<file path="src/rtl/veerwolf_board_io.sv">
// Board I/O conditioning: switch synchronise/debounce with change pulse, and
// registered LED outputs gated by a global PWM brightness.

module veerwolf_board_io_db #(
  parameter int STABLE_SAMPLES = 3
) (
  input  logic clk,
  input  logic rstn,
  input  logic i_tick,
  input  logic i_sync,
  output logic o_nxt,
  output logic o_lvl
);
  logic [STABLE_SAMPLES-2:0] r_shreg;
  logic [STABLE_SAMPLES-1:0] w_win;
  logic                      r_lvl;

  // Oldest sample in the MSB; the current synchronised bit completes the window.
  assign w_win = {r_shreg, i_sync};

  always_comb begin
    o_nxt = r_lvl;
    if (i_tick) begin
      if (&w_win)       o_nxt = 1'b1;
      else if (~|w_win) o_nxt = 1'b0;
    end
  end

  always_ff @(posedge clk or negedge rstn) begin
    if (!rstn) begin
      r_shreg <= '0;
      r_lvl   <= 1'b0;
    end else begin
      r_lvl <= o_nxt;
      if (i_tick) r_shreg <= w_win[STABLE_SAMPLES-2:0];
    end
  end

  assign o_lvl = r_lvl;
endmodule

module veerwolf_board_io #(
  parameter int SW_WIDTH        = 16,
  parameter int LED_WIDTH       = 16,
  parameter int SYNC_STAGES     = 2,
  parameter int DEBOUNCE_CYCLES = 50000,
  parameter int STABLE_SAMPLES  = 3,
  parameter int PWM_BITS        = 4
) (
  input  logic                 clk,
  input  logic                 rstn,
  input  logic [SW_WIDTH-1:0]  i_sw,
  output logic [SW_WIDTH-1:0]  o_sw,
  output logic                 o_sw_changed,
  input  logic [LED_WIDTH-1:0] i_led,
  input  logic [PWM_BITS-1:0]  i_led_duty,
  output logic [LED_WIDTH-1:0] o_led
);
  localparam int PW = (DEBOUNCE_CYCLES > 1) ? $clog2(DEBOUNCE_CYCLES) : 1;
  localparam logic [PW-1:0] PRESC_MAX = PW'(DEBOUNCE_CYCLES - 1);

  logic [SYNC_STAGES-1:0][SW_WIDTH-1:0] r_sync;
  logic [SW_WIDTH-1:0]                  w_sync;
  logic [SW_WIDTH-1:0]                  w_sw_nxt;
  logic [PW-1:0]                        r_presc;
  logic                                 w_tick;
  logic                                 r_sw_changed;
  logic [PWM_BITS-1:0]                  r_pwm_cnt;
  logic                                 w_pwm_on;
  logic [LED_WIDTH-1:0]                 r_led;
  logic [LED_WIDTH-1:0]                 r_o_led;

  // Stage 0 captures the raw pins; the highest stage is the synchronised value.
  always_ff @(posedge clk or negedge rstn) begin
    if (!rstn) r_sync <= '0;
    else       r_sync <= {r_sync[SYNC_STAGES-2:0], i_sw};
  end
  assign w_sync = r_sync[SYNC_STAGES-1];

  assign w_tick = (r_presc == PRESC_MAX);

  always_ff @(posedge clk or negedge rstn) begin
    if (!rstn)       r_presc <= '0;
    else if (w_tick) r_presc <= '0;
    else             r_presc <= r_presc + 1'b1;
  end

  for (genvar g = 0; g < SW_WIDTH; g++) begin : g_db
    veerwolf_board_io_db #(.STABLE_SAMPLES(STABLE_SAMPLES)) u_db (
      .clk    (clk),
      .rstn   (rstn),
      .i_tick (w_tick),
      .i_sync (w_sync[g]),
      .o_nxt  (w_sw_nxt[g]),
      .o_lvl  (o_sw[g])
    );
  end

  // Next level only differs from current on a tick, so this is one pulse per tick.
  always_ff @(posedge clk or negedge rstn) begin
    if (!rstn) r_sw_changed <= 1'b0;
    else       r_sw_changed <= (w_sw_nxt != o_sw);
  end
  assign o_sw_changed = r_sw_changed;

  assign w_pwm_on = (&i_led_duty) | (r_pwm_cnt < i_led_duty);

  always_ff @(posedge clk or negedge rstn) begin
    if (!rstn) begin
      r_pwm_cnt <= '0;
      r_led     <= '0;
      r_o_led   <= '0;
    end else begin
      r_pwm_cnt <= r_pwm_cnt + 1'b1;
      r_led     <= i_led;
      r_o_led   <= r_led & {LED_WIDTH{w_pwm_on}};
    end
  end
  assign o_led = r_o_led;
endmodule

</file>
<file path="config.mk">
export PLATFORM = sky130hd
export DESIGN_NAME = veerwolf_board_io
export DESIGN_NICKNAME = d
export VERILOG_FILES = /design/src/rtl/veerwolf_board_io.sv
export SDC_FILE = /design/constraint.sdc
export NUM_CORES = 1
export LEC_CHECK = 0
export ABC_AREA = 0
export BUFFER_PORTS_ARGS = -buffer_cell sky130_fd_sc_hd__buf_4
export CORE_MARGIN = 1.5
export CORE_UTILIZATION = 35
export CTS_BUF_LIST = sky130_fd_sc_hd__clkbuf_4 sky130_fd_sc_hd__clkbuf_8
export CTS_CLUSTER_SIZE = 28
export DETAILED_ROUTE_END_ITERATION = 10
export PLACE_DENSITY = 0.6
export SYNTH_ARGS = -nofsm -noshare
export SYNTH_HDL_FRONTEND = slang
export SYNTH_SLANG_ARGS = --single-unit
</file>
<file path="constraint.sdc">
create_clock -name clk -period 1.8 [get_ports clk]
set_input_delay 0.18 -clock clk [delete_from_list [all_inputs] [get_ports clk]]
set_output_delay 0.18 -clock clk [all_outputs]
set_load 0.02 [all_outputs]
</file>
== After elaboration in Yosys (flattened, before gate mapping) ==
Cells that the tools add are included.
Word-level totals
  logic and storage cells: 128
  input port bits: 38
  output and inout port bits: 33
  flip-flop bits (word level): 133
Cells by class
  add/sub/neg operators: 2
  reductions and logical operators: 33
  eq/ne operators: 2
  bitwise gates (word level): 2
  $lt $le $gt $ge: 1
  muxes and demuxes: 49
Operators by type and width (count)
  $mux 1: 48
  $reduce_and 3->1: 16
  $reduce_or 3->1: 16
  $add 16x1->16 const B: 1
  $and 16x16->16: 1
  $eq 16x16->1 const B: 1
  $mux 16: 1
  $ne 16x16->1: 1
  $add 4x1->4 const B: 1
  $lt 4x4->1: 1
  $reduce_and 4->1: 1
  $or 1x1->1: 1

== Logic depth before layout (Yosys ltp) ==
Gate-level depths: netlist (run 1).
  depth after elaboration: 5
  depth in mapped cells: 7
  gate-level depth less buffers: 5

== Hierarchy ==
From an unflattened synthesis (run 1), not the netlist that was laid out.
Unflattened totals
  cells, all modules: 359
  area, all modules: 5072.4 um^2
By module, submodules not included
  veerwolf_board_io: area each 2950.3 um^2, cells an instance 215, times used 1, sequential area each 2127.0 um^2
  veerwolf_board_io_db: area each 132.6 um^2, cells an instance 9, times used 16, sequential area each 75.1 um^2

== Least setup slack after synthesis (run 1) ==
Ideal clock, no wire load.
  kind: register to register
  start: reg g_db[6].u_db.r_shreg[1]
  end: reg r_sw_changed, in the netlist o_sw_changed
  slack: 0.211 ns
  arrival time: 1.444 ns
  stages on the path, launching flop included: 5
  required time: 1.655 ns
  path buffers: 0
  setup time: 0.145 ns
  clock period less this slack: 1.589 ns
  cell sequence: dfrtp_1 -> and4b_1 -> or4_1 -> nor4_1 -> a41oi_1
On the way
  word-level cells in the longest chain between the ends: 5
  elaborated cells on any way between the ends: 6
  classes of those cells: eq/ne (1); mux (3); reduce/logical (2)
RTL lines
  start, declared: line 14  | logic [STABLE_SAMPLES-2:0] r_shreg;
  start signal, assigned: line 35  | if (i_tick) r_shreg <= w_win[STABLE_SAMPLES-2:0];
  $reduce_or 3->1: line 25  | else if (~|w_win) o_nxt = 1'b0;
  $mux 1: line 25
  $mux 1 (*): line 24  | if (&w_win) o_nxt = 1'b1;
  $mux 1 (*): line 23  | if (i_tick) begin
  $ne 16x16->1 (*): line 102  | else r_sw_changed <= (w_sw_nxt != o_sw);
  end signal, assigned: line 102
  end, declared: line 67  | logic r_sw_changed;
Mark *: on every way between the ends. The rest lies on a longest branch, timed or not.
A chain may end at the register's enable or synchronous reset.

== Final worst setup path (run 1) ==
  start: reg r_presc[4]
  end: reg g_db[5].u_db.r_lvl
On the way
  word-level cells in the longest chain between the ends: 2
RTL lines
  start, declared: line 65  | logic [PW-1:0] r_presc;
  start signal, assigned: line 85  | else r_presc <= r_presc + 1'b1;
  $eq 16x16->1: line 80  | assign w_tick = (r_presc == PRESC_MAX);
  $mux 1: line 23
  net g_db[5].u_db.o_nxt: line 11  | output logic o_nxt,
  end signal, assigned: line 34  | r_lvl <= o_nxt;
  end, declared: line 16  | logic r_lvl;
The timed path passes the listed nets, and every way through them passes these cells.

==> results.cfg, run 1 <==
[timing]
finClkSkew_ps = 8.26
setup_ws_ps = 52.2
fin_crit_ps = 1750
hold_violations = 0
setup_violations = 0
finalCritPeriodShare_pct = 97.1
relSlewSlack_pct = 67.3
tightestPinTransition_ps = 487
fin_hold_ws_ps = 198
max_freq_mhz = 572
drv_slew = 0

[detailed_routing]
drtPass1Iterations = 4
drc = 0
drtIter0Drc = 126
viasPerCell = 4.88
ant_nets = 0
drt_wl_total_mm = 10.4
vias = 3629
detail_route.wl_per_cell_um = 14.0

[placement]
hpwl_mm = 6.55
gp_congestion = 0.758
port_buffers = 70
dp_slack_ps = 28.6

[clock_tree]
path_clk_slew_ps = 80
cts-root-buf = clkbuf_8
cts_buffers = 17
cts_max_path_buffers = 2
clk_latency_ps = 420
htreeDepth = 4
clock_sinks = 133
cts_tree = built

[setup_path]
arrival_ps = 2040
start_kind = flop
critPathKind = reg2reg
critPathMaxFanout = 21
worstPathRequired_ps = 2090
end_kind = flop

[global_routing]
grt_pass1_wl_mm = 16.9
grt_overflow = 0
grt_pass1_vias = 3568
grt_max_degree = 44
grt_usage_pct = 14.2
antenna_found_initial = 0

[power]
p_sw_share_pct = 23.3
seqPwrFrac_pct = 51.9
power_frac_clock_pct = 43.2
p_sw_w = 0.00139
total_power_w = 0.00598
power_frac_comb_pct = 4.9
internal_power_w = 0.00459
ir_drop_mv = 0.618
power_density_nw_per_um2 = 897
leakage_nw = 3.00

[layout]
fin_nets = 590
final_common_cell = dfrtp_1
area_growth_pct = 30.0
antennaDiodeCount = 0
num-fill-cells = 1339
drive_gt1_share_pct = 23.6
layout.cells.most_common_list = 133 x dfrtp_1, 81 x buf_4, 55 x nand2_1

[flow_run]
cap_violations = 0

[synthesis]
synth-main-ff-cell = dfrtp_1
async_reset_ff_share_pct = 100
synth_area_um2 = 5130
synth-seq-cells = 133
seq_area_frac_synth_pct = 64.9
synth_cell_type_count = 33
yosys_warnings = 0
avgSynthCellArea_um2 = 11.7
synth_nets = 482
synth_cells = 439
synth-edff-count = 0

[floorplan]
die-area_um2 = 15400
rows = 44
ios = 71
initial_core_util_pct = 35.5
core_um2 = 14400
die_h_um = 124
die_x_um = 124

[hold_path]
hold_path.class = in2async

[status]
outcome = completed
==> path summary, 6_finish.rpt <==
check | startpoint | to | slack (ps) | depth (start not counted)
worst max-delay path | r_presc[4]$_DFF_PN0_ | g_db[5].u_db.o_lvl$_DFF_PN0_ | 50 | 6
worst min-delay path | rstn | r_presc[10]$_DFF_PN0_ | 200 | 2
worst max register to register | r_presc[4]$_DFF_PN0_ | g_db[5].u_db.o_lvl$_DFF_PN0_ | 50 | 6
worst min register to register | r_sync[0]$_DFF_PN0_ | w_sync[0]$_DFF_PN0_ | 350 | 0
max in group asynchronous | rstn | o_led[2]$_DFF_PN0_ | 980 | 3
min in group clk | r_sync[0]$_DFF_PN0_ | w_sync[0]$_DFF_PN0_ | 350 | 0
==> stage by stage <==
step	std cells	utilization, %	TNS [ps]	cell area (um^2)
6_report	744	46.2	0	6660
5_1_grt	744	46.2	-122	6660
4_1_cts	739	45.6	0	6570
3_5_place_dp	674	40.4	0	5830
3_3_place_gp	674	40.4	0	5830
2_1_floorplan	439	-	0	5130
==> per-layer routing <==
layer	vias to the layer above	share of wire (%)	track usage [%]
met1	1784	46	17.4
met4	0	0.46	3.84
met3	4	5.3	5.54
li1	1757	-	-
met2	84	48	23.2
met5	-	0	0
==> worst max-delay path: stages (launching register included) <==
cell	delay, ps
dfrtp_1	460
nor4b_4	290
nand4_1	150
buf_4	190
buf_6	160
o31ai_1	220
o21ai_0	130
==> cells by family (layout without fill, tap and decap cells) <==
family / Yosys count / after routing / share of synthesized area, %
AO/OA/AOI/OAI: 103 / 103 / 11.6
XOR/XNOR: 15 / 15 / 2.56
adder cells (fa/ha/maj): 5 / 5 / 1.22
buffers and inverters: 54 / 175 / 5.27
flip-flops: 133 / 133 / 64.9
AND/OR/NAND/NOR: 129 / 129 / 14.4
==> power groups by stage <==
stage          registers [W]  logic (W)  clock network [W]
6_report             0.00310   0.000292            0.00259
5_1_grt              0.00311   0.000328            0.00278
4_1_cts              0.00310   0.000298            0.00266
3_5_place_dp         0.00316   0.000242                  0
3_3_place_gp         0.00316   0.000237                  0
2_1_floorplan        0.00318  0.0000326                  0
==> synth_stat cells (all sizes together), types with 2 or more instances <==
cell type / n / area, um^2
dfrtp: 133 / 3330
a21o: 2 / 15.0
nor4b: 11 / 103
and4: 2 / 17.5
nor4: 5 / 31.3
inv: 23 / 86.3
nand4: 9 / 56.3
and3: 2 / 12.5
ha: 5 / 62.6
nor3: 3 / 15.0
xnor2: 6 / 52.6
a21oi: 17 / 85.1
and4bb: 2 / 25.0
buf: 22 / 150
nand3: 5 / 25.0
xor2: 9 / 78.8
a31oi: 16 / 100
o21ai: 48 / 240
nor2: 11 / 41.3
nand4b: 12 / 105
nand2: 55 / 206
and2: 2 / 12.5
or4b: 6 / 60.1
o31ai: 18 / 135
clkbuf: 9 / 33.8
==> sequential cells by signal, summed over array words and instances (netlist names) <==
name and count:
g_db.u_db.r_shreg 32, g_db.u_db.o_lvl 16, o_led 16, r_led 16, r_presc 16, r_sync 16, w_sync 16, r_pwm_cnt 4
o_sw_changed 1
==> repair_timing <==
action,in CTS,in global routing
endpoints found under the setup margin,0,15
setup buffers,0,3
hold buffers,33,0
resized for setup,0,6
endpoints found under the hold margin,93,0
==> layout make-up <==
class,instances,area (um^2),share of cell area (%)
Timing Repair Buffer,120,1060,15.9
Multi-Input combinational cell,252,1540,23.2
Inverter,23,86.3,1.30
Clock buffer,17,234,3.51
Sequential cell,133,3330,49.9
Tap cell,184,230,3.45
Clock inverter,15,181,2.72
Note: power is estimated with default switching activity, not from simulation.
==> run 2, diff against run 1 <==
Settings changed: CORE_MARGIN 1.5 to 5, SYNTH_HIERARCHICAL from default to 1.
==> run 2 against run 1 <==
  * The flow now finishes with violations (negative setup slack)
  * Critical path depth grew 5
  * Count of clock-buffer cells in the layout rose by 2
  * Clock power is 8.9% lower
  * Sequential share of layout area down 4.4 points
  * Hold slack better by 52 ps
  * Maximum frequency fell by 27%
  * Synthesized area decreased by 1.0%
  * Global-route usage is 1.1 points lower
  * Power is 3.7% lower
  * Highest routed layer unchanged
==> results.cfg, run 2 <==
[timing]
fin_crit_ps = 2380
rsz0062_at_grt = yes
tightestPinTransition_ps = 511
relSlewSlack_pct = 65.8
finalCritPeriodShare_pct = 132
setup_ws_ps = -580
finClkSkew_ps = 11.8
max_freq_mhz = 420
drv_slew = 0
fin_hold_ws_ps = 250
hold_violations = 0
setup_violations = 24

[synthesis]
synth_commonest_cells = 133 x dfrtp_1, 31 x nor2_1, 22 x xor2_1
seq_area_frac_synth_pct = 65.6
post-synth-top-count-cell = dfrtp_1
ys_top_cells_by_area = dfrtp_1 66%, nor4b_2 4.7%, xor2_1 3.8%
synth-seq-cells = 133
async_reset_ff_share_pct = 100
synth_area_um2 = 5070
synth_cells = 359
synth-main-ff-cell = dfrtp_1
yosys_warnings = 6
avgSynthCellArea_um2 = 14.1
synth_nets = 402
synth_cell_type_count = 28
synth-edff-count = 0
yosys.area.top_type = dfrtp_1
yosysTopAreaCellShare_pct = 65.6

[floorplan]
die_x_um = 130
die_h_um = 130
initial_core_util_pct = 35.3
core_um2 = 14400
die-area_um2 = 17000
ios = 71
rows = 44

[detailed_routing]
vias = 3379
ant_nets = 0
detail_route.wl_per_cell_um = 14.4
viasPerCell = 4.64
drtPass1Iterations = 4
drtIter0Drc = 143
drt_wl_total_mm = 10.5
drc = 0

[layout]
final_common_cell = dfrtp_1
regMostFlops = g_db.u_db/r_shreg
largest_register_ff_count = 32
fin_nets = 574
antennaDiodeCount = 0
num-fill-cells = 1224
layout.cells.most_common_list = 133 x dfrtp_1, 103 x buf_4, 33 x dlygate4sd3_1
drive_gt1_share_pct = 42.1
area_growth_pct = 44.0

[setup_path]
arrival_ps = 2680
critPathMaxFanout = 6
start_kind = flop
reg2reg_slack_ps = -580
slowest_delay_ps = 380
worstPathRequired_ps = 2100
path_delay_family = simple AND/OR/NAND/NOR gates
end_kind = flop
path_cells = nor2_1 -> nand3_1 -> nor4_4 -> buf_6 -> buf_8 -> nor4b_4 -> nor3_2 -> xor2_1 -> nor4_2 -> buf_4 -> nand4_1
crit_buf_inv = 3
slowest_stage = dfrtp_1
critPathKind = reg2reg

[global_routing]
grt_usage_pct = 13.1
grt_overflow = 0
grt_pass1_vias = 3686
grt_max_degree = 37
grt_pass1_wl_mm = 17.5
antenna_found_initial = 0

[power]
total_power_w = 0.00576
ir_drop_mv = 0.633
leakage_nw = 3.43
power_density_nw_per_um2 = 789

[placement]
hpwl_mm = 6.72
port_buffers = 70
gp_congestion = 0.783

[hold_path]
hold_path.class = in2async

[clock_tree]
clk_latency_ps = 440
cts_max_path_buffers = 2
cts-root-buf = clkbuf_8
htreeDepth = 4
path_clk_slew_ps = 90
cts_buffers = 17
clock_sinks = 133
cts_tree = built

[flow_run]
cap_violations = 0

[status]
violations = negative setup slack
outcome = finished with violations
-- run 2: cell types whose count changed in the layout (fill, tap and decap cells not counted), moves of 10 or more --
cell and change:
buf_6 +14, nor4b_1 -10, o31ai_1 -18, nor4b_4 +10
xor2_1 +13, nor2_1 +20, buf_4 +22, o21ai_0 -47
mux2_4 +19, nor3_2 +16, nand4b_1 -12, nand2_1 -36
inv_1 -17
-- run 2: worst paths after layout --
path / endpoint / cells after the start / startpoint
max: o_sw_changed$_DFF_PN0_ / 11 / r_presc[12]$_DFF_PN0_
min: g_db[1].u_db/r_shreg[0]$_DFFE_PN0P_ / 2 / rstn
max reg2reg: o_sw_changed$_DFF_PN0_ / 11 / r_presc[12]$_DFF_PN0_
min reg2reg: w_sync[2]$_DFF_PN0_ / 0 / r_sync[2]$_DFF_PN0_
max in group asynchronous: w_sync[9]$_DFF_PN0_ / 3 / rstn
min in group clk: w_sync[2]$_DFF_PN0_ / 0 / r_sync[2]$_DFF_PN0_
-- run 2: kinds of logic (layout without fill, tap and decap cells) --
group,Yosys count,count (layout),share of synthesized area [%]
buffers and inverters,11,196,0.863
DFF,133,133,65.6
and+or+nand+nor,112,112,15.8
xor gates and xnor gates,32,32,5.53
muxes,32,32,7.10
AOI/OAI and AO/OA,34,34,3.85
adders and majority gates,5,5,1.23
-- run 2: metrics by stage --
stage / setup WS, ps / util [%] / instances / setup TNS [ps] / cell area [um^2]
2_1_floorplan: -1960 / - / 359 / -76940 / 5080
3_3_place_gp: -658 / 42.8 / 648 / -1180 / 6150
3_5_place_dp: -701 / 42.8 / 648 / -2310 / 6150
4_1_cts: -575 / 49.1 / 720 / -3070 / 7050
5_1_grt: -725 / 50.8 / 728 / -5750 / 7300
6_report: -580 / 50.8 / 728 / -2560 / 7300
-- run 2: repair_timing --
item	CTS	global route
pin swaps	4	17
hold endpoints to repair	64	0
hold buffers	33	0
setup endpoints to repair	26	44
resized for setup	28	41
gates cloned	2	1
setup buffers	5	12
-- run 2: final cells by class --
class                   instances  area [um^2]  area share, %
clock inverters                13          129           1.76
well taps                     184          230           3.15
flip-flops and latches        133         3330           45.6
multi-input cells             215         1950           26.7
inverters                       7         26.3          0.360
clock buffers                  19          249           3.41
repair buffers                157         1390           19.1
-- run 2: where the power goes --
| group | internal [W] | switching (W) |
|---|---|---|
| Combinational | 0.000156 | 0.000144 |
| Clock | 0.00114 | 0.00122 |
| Sequential | 0.00306 | 0.0000438 |
-- run 2: metal layers --
layer | track usage (%) | part of all wire, % | vias up
met5 | 0 | 0 | -
met2 | 20.4 | 47 | 79
li1 | - | - | 1607
met4 | 3.87 | 1.1 | 0
met1 | 16.7 | 45 | 1683
met3 | 5.69 | 6.8 | 10
-- run 2: worst register-to-register path: cells and delay by family, from the launching register on --
kind | cells | cell delay, ps
xor gates and xnor gates | 1 | 170
and+or+nand+nor | 7 | 1220
buffers and inverters | 3 | 480
DFF | 1 | 380
